[src/rtl/simple_prog_loader.sv]
// Byte-stream program loader: assembles high-byte-first word pairs and writes them to sequential RAM addresses.
// Optional running checksum of written words is enabled by defining LOADER_CHECKSUM_EN.
module simple_prog_loader #(
  parameter int ADDR_W    = 12,
  parameter int BASE_ADDR = 0,
  parameter int DEPTH     = 4096
) (
  input  logic              clk,
  input  logic              reset,
  input  logic              start,
  input  logic              finish,
  input  logic              byte_valid,
  input  logic [7:0]        byte_in,
  output logic              byte_ready,
  output logic [ADDR_W-1:0] ram_addr,
  output logic [15:0]       ram_wdata,
  output logic              ram_we,
  output logic              cpu_hold,
  output logic              busy,
  output logic              done,
  output logic              full,
  output logic              partial,
  output logic [ADDR_W:0]   word_count,
  output logic [15:0]       checksum
);

  typedef enum logic [2:0] {
    IDLE  = 3'd0,
    HI    = 3'd1,
    LO    = 3'd2,
    WRITE = 3'd3,
    DONE  = 3'd4
  } state_t;

  localparam int                LAST_INT  = BASE_ADDR + DEPTH - 1;
  localparam logic [ADDR_W-1:0] BASE_A    = ADDR_W'(BASE_ADDR);
  localparam logic [ADDR_W-1:0] LAST_ADDR = ADDR_W'(LAST_INT);

  state_t              state_r, state_s;
  logic [7:0]          hi_r, hi_s;
  logic                pend_r, pend_s;
  logic [ADDR_W-1:0]   addr_s;
  logic [15:0]         wdata_s;
  logic [ADDR_W:0]     count_s;
  logic                full_s, partial_s;
  logic                xfer_s;

  assign byte_ready = (state_r == HI) || (state_r == LO);
  assign ram_we     = (state_r == WRITE);
  assign cpu_hold   = (state_r != IDLE) && (state_r != DONE);
  assign busy       = cpu_hold;
  assign done       = (state_r == DONE);
  assign xfer_s     = byte_valid && byte_ready;

  // State and datapath registers
  always_ff @(posedge clk or posedge reset) begin
    if (reset) begin
      state_r    <= IDLE;
      hi_r       <= 8'h00;
      pend_r     <= 1'b0;
      ram_addr   <= BASE_A;
      ram_wdata  <= 16'h0000;
      word_count <= {(ADDR_W+1){1'b0}};
      full       <= 1'b0;
      partial    <= 1'b0;
    end else begin
      state_r    <= state_s;
      hi_r       <= hi_s;
      pend_r     <= pend_s;
      ram_addr   <= addr_s;
      ram_wdata  <= wdata_s;
      word_count <= count_s;
      full       <= full_s;
      partial    <= partial_s;
    end
  end

  // Next-state and next-datapath logic
  always_comb begin
    state_s   = state_r;
    hi_s      = hi_r;
    pend_s    = pend_r;
    addr_s    = ram_addr;
    wdata_s   = ram_wdata;
    count_s   = word_count;
    full_s    = full;
    partial_s = partial;
    case (state_r)
      IDLE, DONE: begin
        if (start) begin
          state_s   = HI;
          addr_s    = BASE_A;
          count_s   = {(ADDR_W+1){1'b0}};
          full_s    = 1'b0;
          partial_s = 1'b0;
          pend_s    = 1'b0;
        end else begin
          state_s = state_r;
        end
      end
      HI: begin
        // finish wins over a byte offered in the same cycle
        if (finish) begin
          state_s   = DONE;
          partial_s = 1'b0;
          pend_s    = 1'b0;
        end else if (xfer_s) begin
          hi_s    = byte_in;
          state_s = LO;
        end else begin
          state_s = HI;
        end
      end
      LO: begin
        if (xfer_s) begin
          wdata_s = {hi_r, byte_in};
          pend_s  = finish;
          state_s = WRITE;
        end else if (finish) begin
          state_s   = DONE;
          partial_s = 1'b1;
        end else begin
          state_s = LO;
        end
      end
      WRITE: begin
        count_s = word_count + (ADDR_W+1)'(1);
        pend_s  = 1'b0;
        if (ram_addr == LAST_ADDR) begin
          state_s = DONE;
          full_s  = 1'b1;
        end else if (pend_r || finish) begin
          state_s = DONE;
          addr_s  = ram_addr + ADDR_W'(1);
        end else begin
          state_s = HI;
          addr_s  = ram_addr + ADDR_W'(1);
        end
      end
      default: begin
        state_s = IDLE;
      end
    endcase
  end

`ifdef LOADER_CHECKSUM_EN
  logic [15:0] sum_r;
  logic        sum_clr_s;

  assign sum_clr_s = start && ((state_r == IDLE) || (state_r == DONE));

  // Modulo-2^16 sum of every word, added on the edge that ends WRITE
  always_ff @(posedge clk or posedge reset) begin
    if (reset) begin
      sum_r <= 16'h0000;
    end else if (sum_clr_s) begin
      sum_r <= 16'h0000;
    end else if (state_r == WRITE) begin
      sum_r <= sum_r + ram_wdata;
    end else begin
      sum_r <= sum_r;
    end
  end

  assign checksum = sum_r;
`else
  assign checksum = 16'h0000;
`endif

endmodule

[config.mk]
export PLATFORM = sky130hd
export DESIGN_NAME = simple_prog_loader
export DESIGN_NICKNAME = d
export VERILOG_FILES = /design/src/rtl/simple_prog_loader.sv
export SDC_FILE = /design/constraint.sdc
export NUM_CORES = 1
export LEC_CHECK = 0
export BUFFER_PORTS_ARGS = -buffer_cell sky130_fd_sc_hd__buf_2
export CAP_MARGIN = 10
export CELL_PAD_IN_SITES_DETAIL_PLACEMENT = 1
export CELL_PAD_IN_SITES_GLOBAL_PLACEMENT = 2
export CORE_AREA = 2 2 92 94
export CTS_CLUSTER_SIZE = 16
export DETAILED_ROUTE_END_ITERATION = 10
export DIE_AREA = 0 0 94 96
export HOLD_SLACK_MARGIN = 0.15
export PLACE_DENSITY_LB_ADDON = 0.1
export SLEW_MARGIN = 0
export SYNTH_ARGS = -nofsm -noshare
export SYNTH_HDL_FRONTEND = slang
export SYNTH_SLANG_ARGS = --single-unit
export TNS_END_PERCENT = 10
[constraint.sdc]
create_clock -name clk -period 4.3 [get_ports clk]
set_clock_uncertainty 0.05 [all_clocks]
set_input_delay 1.075 -clock clk [delete_from_list [all_inputs] [get_ports clk]]
set_output_delay 1.075 -clock clk [all_outputs]
set_load 0.01 [all_outputs]
# [Word level (Yosys, flattened, before mapping)]
# Cells that the tools add are included.
[word_totals] ff_bits=55 output_inout_bits=64 elab_cells=63
[classes] addsub=2 eq_ne=13 n_mux=22 n_bitwise=1 reduce_logical=17
[ops] op="case mux 13 bit (2 select lines)" count=1
[ops] op="two-way mux 12 bit" count=2
[ops] op="case mux 12 bit (2 select lines)" count=1
[ops] op="two-way mux 3 bit" count=6
[ops] op="adder 13 x 1 -> 13 bit (second input constant)" count=1
[ops] op="two-way mux 13 bit" count=1
[ops] op="adder 12 x 1 -> 12 bit (second input constant)" count=1
[ops] op="== test 12 bit (second input constant)" count=1
[ops] op="!= test 2 bit (second input constant)" count=6
[ops] op="case mux 3 bit (4 select lines)" count=1
[ops] op="AND reduction 3 bit" count=3
[ops] op="== test 3 x 2 -> 1 bit (second input constant)" count=2
[ops] op="two-way mux 1 bit" count=6
[ops] op="nonzero test 3 bit" count=2
[ops] op="AND reduction 5 bit" count=1
[ops] op="case mux 1 bit (4 select lines)" count=1
[ops] op="AND reduction 2 bit" count=2
[ops] op="AND reduction 4 bit" count=1
[ops] op="nonzero test 4 bit" count=1
[ops] op="== test 3 x 1 -> 1 bit (second input constant)" count=1
[ops] op="== test 3 bit (second input constant)" count=1
[ops] op="logical NOT 3 bit" count=1
[ops] op="!= test 3 bit (second input constant)" count=1
[ops] op="case mux 1 bit (3 select lines)" count=1
[ops] op="8 further kinds" count=10

# [Longest topological paths before layout]
[logic_depth] word_depth=6 mapped_depth=7

# [Worst setup path before layout]
# Ideal clock, no wire load.
[synth_path] path_kind="input-to-reg" start="input byte_valid" end="register ram_wdata[0]" setup_ns=0.125 t_arrival_ns=1.966 t_required_ns=4.125 path_slack_ns=2.159 stages=4 path_buffers=1 path_cell_list="inv_1 nor3_4 buf_4 mux2_2"
[synth_between] elab_chain_cells=2
[synth_lines] element="from (decl)" line_no="12" text="input logic byte_valid,"
[synth_lines] element="logical AND 1 bit" line_no="53" text="assign xfer_s = byte_valid && byte_ready;"
[synth_lines] element="AND reduction 2 bit (no line)"
[synth_lines] element="to (signal assigned)" line_no="71" text="ram_wdata <= wdata_s;"
[synth_lines] element="to (decl)" line_no="16" text="output logic [15:0] ram_wdata,"
# No other way between the ends.
# A chain may end at the register's enable or synchronous reset.

# [Worst setup path after layout]
[layout_path] start="register state_r[0]" end="output ram_we"
[layout_between] elab_chain_cells=1
[layout_lines] element="from (decl)" line_no="39" text="state_t state_r, state_s;"
[layout_lines] element="from (signal assigned)" line_no="67" text="state_r <= state_s;"
[layout_lines] element="== test 3 x 2 -> 1 bit" line_no="49" text="assign ram_we = (state_r == WRITE);"
[layout_lines] element="to (decl)" line_no="17" text="output logic ram_we,"
# No other way between the ends.

==> results.md <==
- Remaining Overflow, GRT: 0
- Clock Sinks: 55
- Max frequency: 349 MHz
- Share of cells above drive strength 1: 34.2%
- Vias in the first global route: 2087
- Largest net degree at the start of global routing: 31
- Die W: 94 um
- Syn. warnings: 0
- Port bufs: 60
- WHS Path Cells: 1
- Clock latency on the worst-skew pair: 0.30 ns
- Worst path top cell family by delay: flip-flops
- I/O pins: 77
- Measured slew at the worst slew-check pin: 0.843 ns
- Synthesized cell area: 2730 sq um
- Inserted Clock Buffers: 5
- Reg clk slew, reported paths: 0.10 ns
- CTS resizes: 0
- Drt pass-1 iters: 4
- P_sw: 502 uW
- Dpl hpwl: 4370 um
- Syn avg cell area: 11.0 sq um
- Pins Over Slew Limit: 0
- Rel. slew slack: 43.5%
- Status: completed
- CTS tree: yes
- Setup Viol. Count Final: 0
- ANT cells: 0
- R2r endpoint: word_count[8]
- Drt via density: 5.06
- Multi-input logic area: 1220 sq um
- Antenna viol nets, final: 0
- RePlAce Congestion: 0.712
- Overall Power: 1.47 mW
- Internal power: 968 uW
- Ys async rst share: 100%
- Std cell rows: 33
- Post-Synth Adder-Cell Area: 0.915%
- Global-route wire length before repair: 10200 um
- Most frequent cell after synthesis: dfrtp_1
- Combinational share of power: 29.7%
- Setup ws final: 1.43 ns
- Final Util: 39.0%
- #FFs+latches synth: 55
- Reg2Reg Launch Point: state_r[0]
- Initial antenna violation count: 0
- Area contributors post-synth: dfrtp_1 (50%), mux2_2 (9.9%), buf_4 (4.9%)
- Die area: 9020 sq um
- Seq pwr share: 51.2%
- Fill count: 939
- Setup TNS: 0 ns
- Setup bufs post-CTS: 0
- RSZ-0062 raised after global routing: no
- Endpoints failing hold: 0
- Routed wire per std cell: 15.0 um
- FF-to-FF path depth: 5
- Root buf cell: clkbuf_8
- Startpoint class of the critical path: flop
- Max Fanout on Critical Path: 16
- Top FF cell, synth: dfrtp_1
- Worst EP arrival: 1.74 ns
- VDD IR max: 159 uV
- Initial Util: 34.0%
- Worst path cell trace: nand3b_4, inv_2, buf_2
- Leakage: 1.55 nW
- Area of the core: 8050 sq um
- Switching part of the total: 34.1%
- Hold buffers post-CTS: 0
- Layout area overhead: 14.8%
- Routed vias: 2085
- Final min period: 2.87 ns
- Critical Path RT: 3.17 ns
- Post-Synth Simple-Gate Area: 17.9%
- Unique cell type count in the Yosys netlist: 46
- Area leader, netlist: dfrtp_1
- Die Span Y: 96 um
- WHS Endpoint: state_r[0]
- PD cells: 468 nW/um^2
- Synthesized instance count: 248
- Synth cell count leaders: dfrtp_1 (55), mux2_2 (24), nand2_1 (21)
- XOR/XNOR share of the synthesized area: 0.641%
- Delay of the slowest critical-path stage: 0.65 ns
- Hold path start: pend_r
- Post-synthesis sequential area ratio: 50.3%
- Total wire length: 6190 um
- Post-Place Setup Slack: 1.70 ns
- Largest family of logic cells by synthesized area: simple AND/OR/NAND/NOR gates
- Total of max-cap violations: 0
- Crit path buffers/inverters: 2
- Finished Cell Area: 3140 sq um
- Register Area: 1380 sq um
- Drt drc: 0
- Setup crit end kind: primary output
- Yosys top cell area share: 50.3%
- FF-to-FF setup slack: 2.16 ns
- Hold Crit Class: flop to flop
- DR iter-0 viols: 31
- Final nets: 321
- H-tree depth: 2
- DP Area: 3050 sq um
- Post-synthesis mux area share: 11.7%
- Final period util: 66.7%
- CP max stage cell: dfrtp_1
- All-Layer GR Usage: 14.3%
- CTS Buffer Depth: 2
- Critical path type: flop to primary output
- Synth Area in Compound Gates: 11.3%
- Clock power share: 19.0%
- Number of flops mapped to enable cells by yosys: 0
[worst reg2reg max path, cell delays in order (launching register included)]
cell and delay (ns):
dfrtp_1 0.65, nand3b_4 0.28, inv_2 0.32, nand4_1 0.35, o211ai_1 0.28, o31ai_1 0.10
[layout make-up]
type | instances | share of cell area, %
clock inverters | 2 | 0.399
inverters | 5 | 0.598
well taps | 105 | 4.18
clock buffers | 6 | 2.31
repair buffers | 61 | 9.80
multi-input cells | 178 | 38.9
flip-flops and latches | 55 | 43.8
[metal layers]
layer | global-route usage (%) | wire length (um) | up-vias
met3 | 2.19 | 200 | 4
met4 | 4.71 | 77 | 0
li1 | - | - | 979
met1 | 18.9 | 2880 | 1056
met5 | 0 | 0 | -
met2 | 24.2 | 3030 | 46
[stage by stage]
| step | std cells | hold WS [ns] |
|---|---|---|
| final | 412 | 0.437 |
| after global routing | 412 | 0.476 |
| after CTS | 412 | 0.444 |
| after detailed placement | 404 | 0.424 |
| after global placement | 404 | 0.430 |
| after floorplan | 263 | 0.393 |
[cells by family (layout without fill, tap and decap cells)]
kind of cell | after synthesis | after routing
xor gates and xnor gates | 2 | 2
other | 1 | 16
DFF | 55 | 55
and+or+nand+nor | 80 | 80
AOI/OAI and AO/OA | 49 | 49
buffers and inverters | 30 | 74
adders and majority gates | 2 | 2
muxes | 29 | 29
[power by group through the flow]
stage / logic (mW) / registers (mW) / clock network, mW
6_report: 0.437 / 0.753 / 0.280
5_1_grt: 0.497 / 0.780 / 0.312
4_1_cts: 0.448 / 0.757 / 0.298
3_5_place_dp: 0.447 / 0.768 / 0
3_3_place_gp: 0.438 / 0.763 / 0
2_1_floorplan: 0.303 / 0.757 / 0
[worst max path at each step]
stage | slack, ns | end | from | cells after the start
floorplan | 1.83 | full | reset | 1
global placement | 1.71 | ram_wdata[15] | byte_valid | 4
detailed placement | 1.70 | ram_wdata[13] | byte_valid | 4
CTS | 1.40 | ram_we | state_r[0] | 3
global route | 1.27 | ram_we | state_r[0] | 3
finish | 1.43 | ram_we | state_r[0] | 3
[placed cells by master, fill, tap and decap left out, types with 2 or more instances in the layout]
cell,synthesis,layout
a31oi_1,5,5
nand3b_1,2,2
nor2b_1,6,6
dfrtp_1,55,55
mux2i_1,5,5
ha_1,2,2
nor2_1,9,9
nor3_1,3,3
buf_2,5,60
inv_1,4,3
o21ai_0,14,14
nand4_1,4,4
nor2_2,2,2
nand3_2,2,2
o41ai_1,2,2
mux2_2,24,24
a21oi_1,10,10
nand3_1,11,11
o31ai_1,7,7
nand2_1,21,21
nand2b_1,2,2
inv_2,1,2
and3_1,5,5
clkbuf_8,0,5
or4_1,2,2
conb_1,1,16
o311ai_0,2,2
xor2_1,2,2
o211ai_1,5,5
[flip-flops by register name (all words and copies together), names as in the netlist]
name and flops:
ram_wdata 16, hi_r 8, word_count 13, state_r 3
pend_r 1, ram_addr 12, full 1, partial 1
(Power assumes the default switching activity.)
